`config.mk`:
```
export PLATFORM = sky130hd
export DESIGN_NAME = ram_arb_2m
export DESIGN_NICKNAME = d
export VERILOG_FILES = /design/src/rtl/ram_arb_2m.sv
export SDC_FILE = /design/constraint.sdc
export NUM_CORES = 1
export LEC_CHECK = 0
export ABC_AREA = 0
export CAP_MARGIN = 10
export CORE_AREA = 4 4 107 109
export DETAILED_ROUTE_END_ITERATION = 10
export DIE_AREA = 0 0 111 113
export HOLD_SLACK_MARGIN = 0.15
export PLACE_DENSITY_LB_ADDON = 0.2
export SLEW_MARGIN = 20
export SYNTH_ARGS = -nofsm -noshare
export SYNTH_HDL_FRONTEND = slang
export SYNTH_SLANG_ARGS = --single-unit
```
`constraint.sdc`:
```
create_clock -name clk_i -period 2.1 [get_ports clk_i]
set_clock_uncertainty 0.05 [all_clocks]
set_input_delay 0.21 -clock clk_i [delete_from_list [all_inputs] [get_ports clk_i]]
set_output_delay 0.21 -clock clk_i [all_outputs]
set_load 0.005 [all_outputs]
```
`src/rtl/ram_arb_2m.sv`:
```
// Two-host arbiter (instruction fetch I, LSU data D) in front of the single-port 32-bit RAM.
// Optional macro RAM_ARB_RR_EN: round-robin on contention; default is fixed priority D over I.
module ram_arb_2m #(
  parameter int unsigned Depth    = 16384,
  parameter logic [31:0] BaseAddr = 32'h0000_0000
) (
  input  logic        clk_i,
  input  logic        rst_ni,

  input  logic        i_req_i,
  input  logic [31:0] i_addr_i,
  output logic        i_gnt_o,
  output logic        i_rvalid_o,
  output logic [31:0] i_rdata_o,
  output logic        i_err_o,

  input  logic        d_req_i,
  input  logic        d_we_i,
  input  logic [3:0]  d_be_i,
  input  logic [31:0] d_addr_i,
  input  logic [31:0] d_wdata_i,
  output logic        d_gnt_o,
  output logic        d_rvalid_o,
  output logic [31:0] d_rdata_o,
  output logic        d_err_o,

  output logic        ram_req_o,
  output logic        ram_we_o,
  output logic [3:0]  ram_be_o,
  output logic [31:0] ram_addr_o,
  output logic [31:0] ram_wdata_o,
  input  logic        ram_rvalid_i,
  input  logic [31:0] ram_rdata_i
);

  localparam logic [32:0] WinBytes = 33'(Depth) * 33'd4;

  logic        gnt_i, gnt_d, any_gnt;
  logic [31:0] sel_addr, sel_off;
  logic        in_range;
  logic        rsp_pend_q, rsp_own_q, rsp_err_q;
  logic        rsp_ok;
  logic [31:0] rsp_data;
  logic        unused_ram_rvalid;

  // The RAM answers exactly one cycle after every request, so rvalid carries no extra information.
  assign unused_ram_rvalid = ram_rvalid_i;

`ifdef RAM_ARB_RR_EN
  logic last_d_q;

  // On contention the host that was not served most recently wins.
  always_comb begin
    gnt_d = rst_ni & d_req_i & (~i_req_i | ~last_d_q);
    gnt_i = rst_ni & i_req_i & (~d_req_i | last_d_q);
  end

  always_ff @(posedge clk_i) begin
    if (!rst_ni) begin
      last_d_q <= 1'b0;
    end else if (any_gnt) begin
      last_d_q <= gnt_d;
    end
  end
`else
  always_comb begin
    gnt_d = rst_ni & d_req_i;
    gnt_i = rst_ni & i_req_i & ~d_req_i;
  end
`endif

  assign any_gnt = gnt_i | gnt_d;

  // Unsigned subtraction makes addresses below the base wrap to huge offsets (out of range).
  assign sel_addr = gnt_i ? i_addr_i : d_addr_i;
  assign sel_off  = sel_addr - BaseAddr;
  assign in_range = ({1'b0, sel_off} < WinBytes);

  assign i_gnt_o     = gnt_i;
  assign d_gnt_o     = gnt_d;
  assign ram_req_o   = any_gnt & in_range;
  assign ram_addr_o  = sel_off;
  assign ram_we_o    = gnt_d & d_we_i;
  assign ram_be_o    = gnt_i ? 4'hF : d_be_i;
  assign ram_wdata_o = gnt_i ? 32'h0 : d_wdata_i;

  always_ff @(posedge clk_i) begin
    if (!rst_ni) begin
      rsp_pend_q <= 1'b0;
      rsp_own_q  <= 1'b0;
      rsp_err_q  <= 1'b0;
    end else begin
      rsp_pend_q <= any_gnt;
      if (any_gnt) begin
        rsp_own_q <= gnt_d;
        rsp_err_q <= ~in_range;
      end
    end
  end

  assign rsp_ok   = rst_ni & rsp_pend_q;
  assign rsp_data = rsp_err_q ? 32'h0 : ram_rdata_i;

  assign i_rvalid_o = rsp_ok & ~rsp_own_q;
  assign i_err_o    = i_rvalid_o & rsp_err_q;
  assign i_rdata_o  = i_rvalid_o ? rsp_data : 32'h0;

  assign d_rvalid_o = rsp_ok & rsp_own_q;
  assign d_err_o    = d_rvalid_o & rsp_err_q;
  assign d_rdata_o  = d_rvalid_o ? rsp_data : 32'h0;

endmodule

```
==> summary.txt <==
Critical path
  – Slowest stage delay, CP: 520 ps
  – Slowest CP cell: clkdlybuf4s50_1
  – Arrival time worst endpoint: 1780 ps
  – CP dominant cell by count: clkdlybuf4s50_1
  – CP startpoint kind: input port
  – Delay-heaviest family, CP: buffers and inverters
  – Crit path max fanout: 4
  – Worst path required time: 1840 ps
  – CP bufs+invs: 3
  – Cell Chain, Critical Path: clkdlybuf4s50_1, buf_6, nand2_2, or2_4, nor2_1, clkdlybuf4s50_1
  – Crit end category: output pin
  – Setup Crit Path Kind: input port to output pin

Floorplan
  – IO Pins: 278
  – Starting density of the core: 14.72%
  – Chip width: 111 um
  – Core area: 10600 um2
  – Cell Rows: 38
  – Full die area: 12540 um2
  – Die height: 113 um

Layout
  – N_diodes: 0
  – Layout cells sized above 1: 16.38%
  – Fin cells: 726
  – Area grow syn2layout: 220.5%
  – Fin nets: 725

Logic synthesis
  – Unique masters post-synth: 24
  – Most used DFF post-synth: dfxtp_1
  – Area leader, netlist: nand2_1
  – Asr flop ratio synth: 0%
  – Seq cells post-synth: 3
  – Synth top area share: 31.28%
  – Syn avg cell area: 5.533 um2
  – Cell with the most instances after synthesis: nand2_1
  – Post-Syn Nets: 420
  – Number of flops mapped to enable cells by yosys: 0
  – Sequential element share of the synthesized area: 3.849%
  – Most frequent cells after synthesis: nand2_1, nor2_1, and2_1, nor2_4
  – Gate count after technology mapping: 282
  – Synth Cell Area: 1560 um2
  – Synth Warn #: 0
  – Synth area leaders: nand2_1, nor2_4, and2_1, nor2_1, buf_12

Route
  – DRT iter0 DRCs: 132
  – Mean number of vias per cell: 3.990
  – Detail Route Antenna Nets: 0
  – Avg WL per Cell: 14.03 um
  – DRT Wirelength: 10180 um
  – Via count: 2897
  – First-pass DRT Iterations: 4
  – Drc violations: 0

Power and ir drop
  – Internal Power: 709.7 uW
  – VDD IR max: 0.08018 mV
  – Switching part of the total: 31.81%
  – Comb power frac: 77.7%
  – Cell area power density: 208.1 nW/um2
  – Clock power share: 16.0%
  – Total power: 1.041 mW
  – Leakage power: 2.913 nW
  – Seq pwr share: 6.3%
  – Sw power: 331.0 uW

STA
  – Final Slew Violations: 0
  – Setup violators final: 0
  – Worst rel slew slack: 75.62%
  – Max frequency: 489.9 MHz
  – Crit path time final: 2041 ps
  – Setup ws final: 58.76 ps
  – Worst Hold Margin: 463.1 ps
  – Fin Setup TNS: 0 ps
  – Worst-Margin Slew: 362.4 ps
  – Hold Fails Final Rpt: 0
  – RSZ-0062 raised after global routing: false
  – Final period utilization: 97.20%

Clock tree
  – Worst skew pair latency: 210 ps
  – Clock-pin slew on the worst setup and hold paths: 30 ps
  – Htree depth: 1
  – CTS Buffer Depth: 2
  – Clk root buf: clkbuf_8
  – CTS tree: done
  – Total CTS buffers: 3
  – Clock sink count: 3

Global route
  – Grt ovf: 0
  – Initial antenna violation count: 0
  – Largest net degree at the start of global routing: 69
  – Vias in the first global route: 2739
  – GRT Overall Usage: 13.76%
  – First-pass GRT wire length: 14020 um

Outcome
  – Status: finished, final reports clean

Job
  – Max-cap violations: 0

Placement
  – PortBufs: 276
  – DP Wirelength: 8007 um
  – Gpl congestion: 0.7947
  – Setup slack at placement: -174.9 ps
  – Placed insts: 692

Worst hold path
  – Worst Hold Class: flop to flop
layout make-up:
class,count,area [um2]
flip-flops and latches,3,60.06
inverters,4,20.02
multi-input cells,255,1366
fillers,1101,5602
clock buffers,4,45.04
well taps,140,175.2
repair buffers,320,3334
flip-flops by register name, summed over array words and instances, names as in the netlist:
register    cells
rsp_pend_q      1
rsp_own_q       1
rsp_err_q       1
path summary, 6_finish.rpt:
| path | from | to | slack (ps) | cells past startpoint |
|---|---|---|---|---|
| setup / recovery | rst_ni | i_rdata_o[31] | 60 | 6 |
| hold / removal | rsp_err_q | rsp_err_q | 460 | 2 |
| setup reg to reg | rsp_own_q | rsp_own_q | 1280 | 2 |
| hold reg to reg | rsp_err_q | rsp_err_q | 460 | 2 |
metal layers:
layer  GRT usage, %  share of wire (%)  vias to the layer above
met3          5.187                 10                       10
met4          3.284                1.3                        0
met2          27.31                 54                      164
met5              0                  0                        -
li1               -                  -                     1472
met1          13.38                 34                     1251
worst reg2reg max path: stages (launching register included):
cell     delay (ps)
dfxtp_1         350
nor2b_1         150
o21a_1          150
cells by family after synthesis:
group	Yosys count	share of synthesized area (%)
AND/OR/NAND/NOR	250	83.24
buffers and inverters	25	11.23
AO/OA/AOI/OAI	4	1.684
flip-flops	3	3.849
cells in the final DEF, fill, tap and decap left out, types with 8 or more instances in the layout:
master / netlist / final
nor2_1: 38 / 36
dlymetal6s2s_1: 0 / 55
buf_12: 3 / 9
dlygate4sd2_1: 0 / 68
nand2_1: 130 / 130
nor4_1: 8 / 8
and2_1: 33 / 28
buf_4: 2 / 27
clkdlybuf4s50_1: 0 / 143
nor2_4: 29 / 29
per-stage QoR:
| step | utilization, % | area [um2] |
|---|---|---|
| final | 47.17 | 5001 |
| after global placement | 42.59 | 4516 |
| after global routing | 47.17 | 5001 |
| after CTS | 44.41 | 4708 |
| after detailed placement | 42.59 | 4516 |
| after floorplan | - | 1560 |
power groups by stage:
stage / Clock [mW] / Combinational [mW] / Sequential [mW]
finish: 0.167 / 0.808 / 0.0658
CTS: 0.172 / 0.811 / 0.0651
detailed placement: 0 / 0.800 / 0.0647
floorplan: 0 / 0.250 / 0.0640
global placement: 0 / 0.796 / 0.0645
global route: 0.180 / 0.873 / 0.0661
what timing repair did:
action | 4_1_cts | 5_1_grt
resized for setup | 108 | 70
cloned | 1 | 4
setup buffers | 17 | 9
pin swaps | 1 | 1
setup endpoints to repair | 51 | 65
hold buffers | 0 | 0
Power figures use the tool's default switching activity.
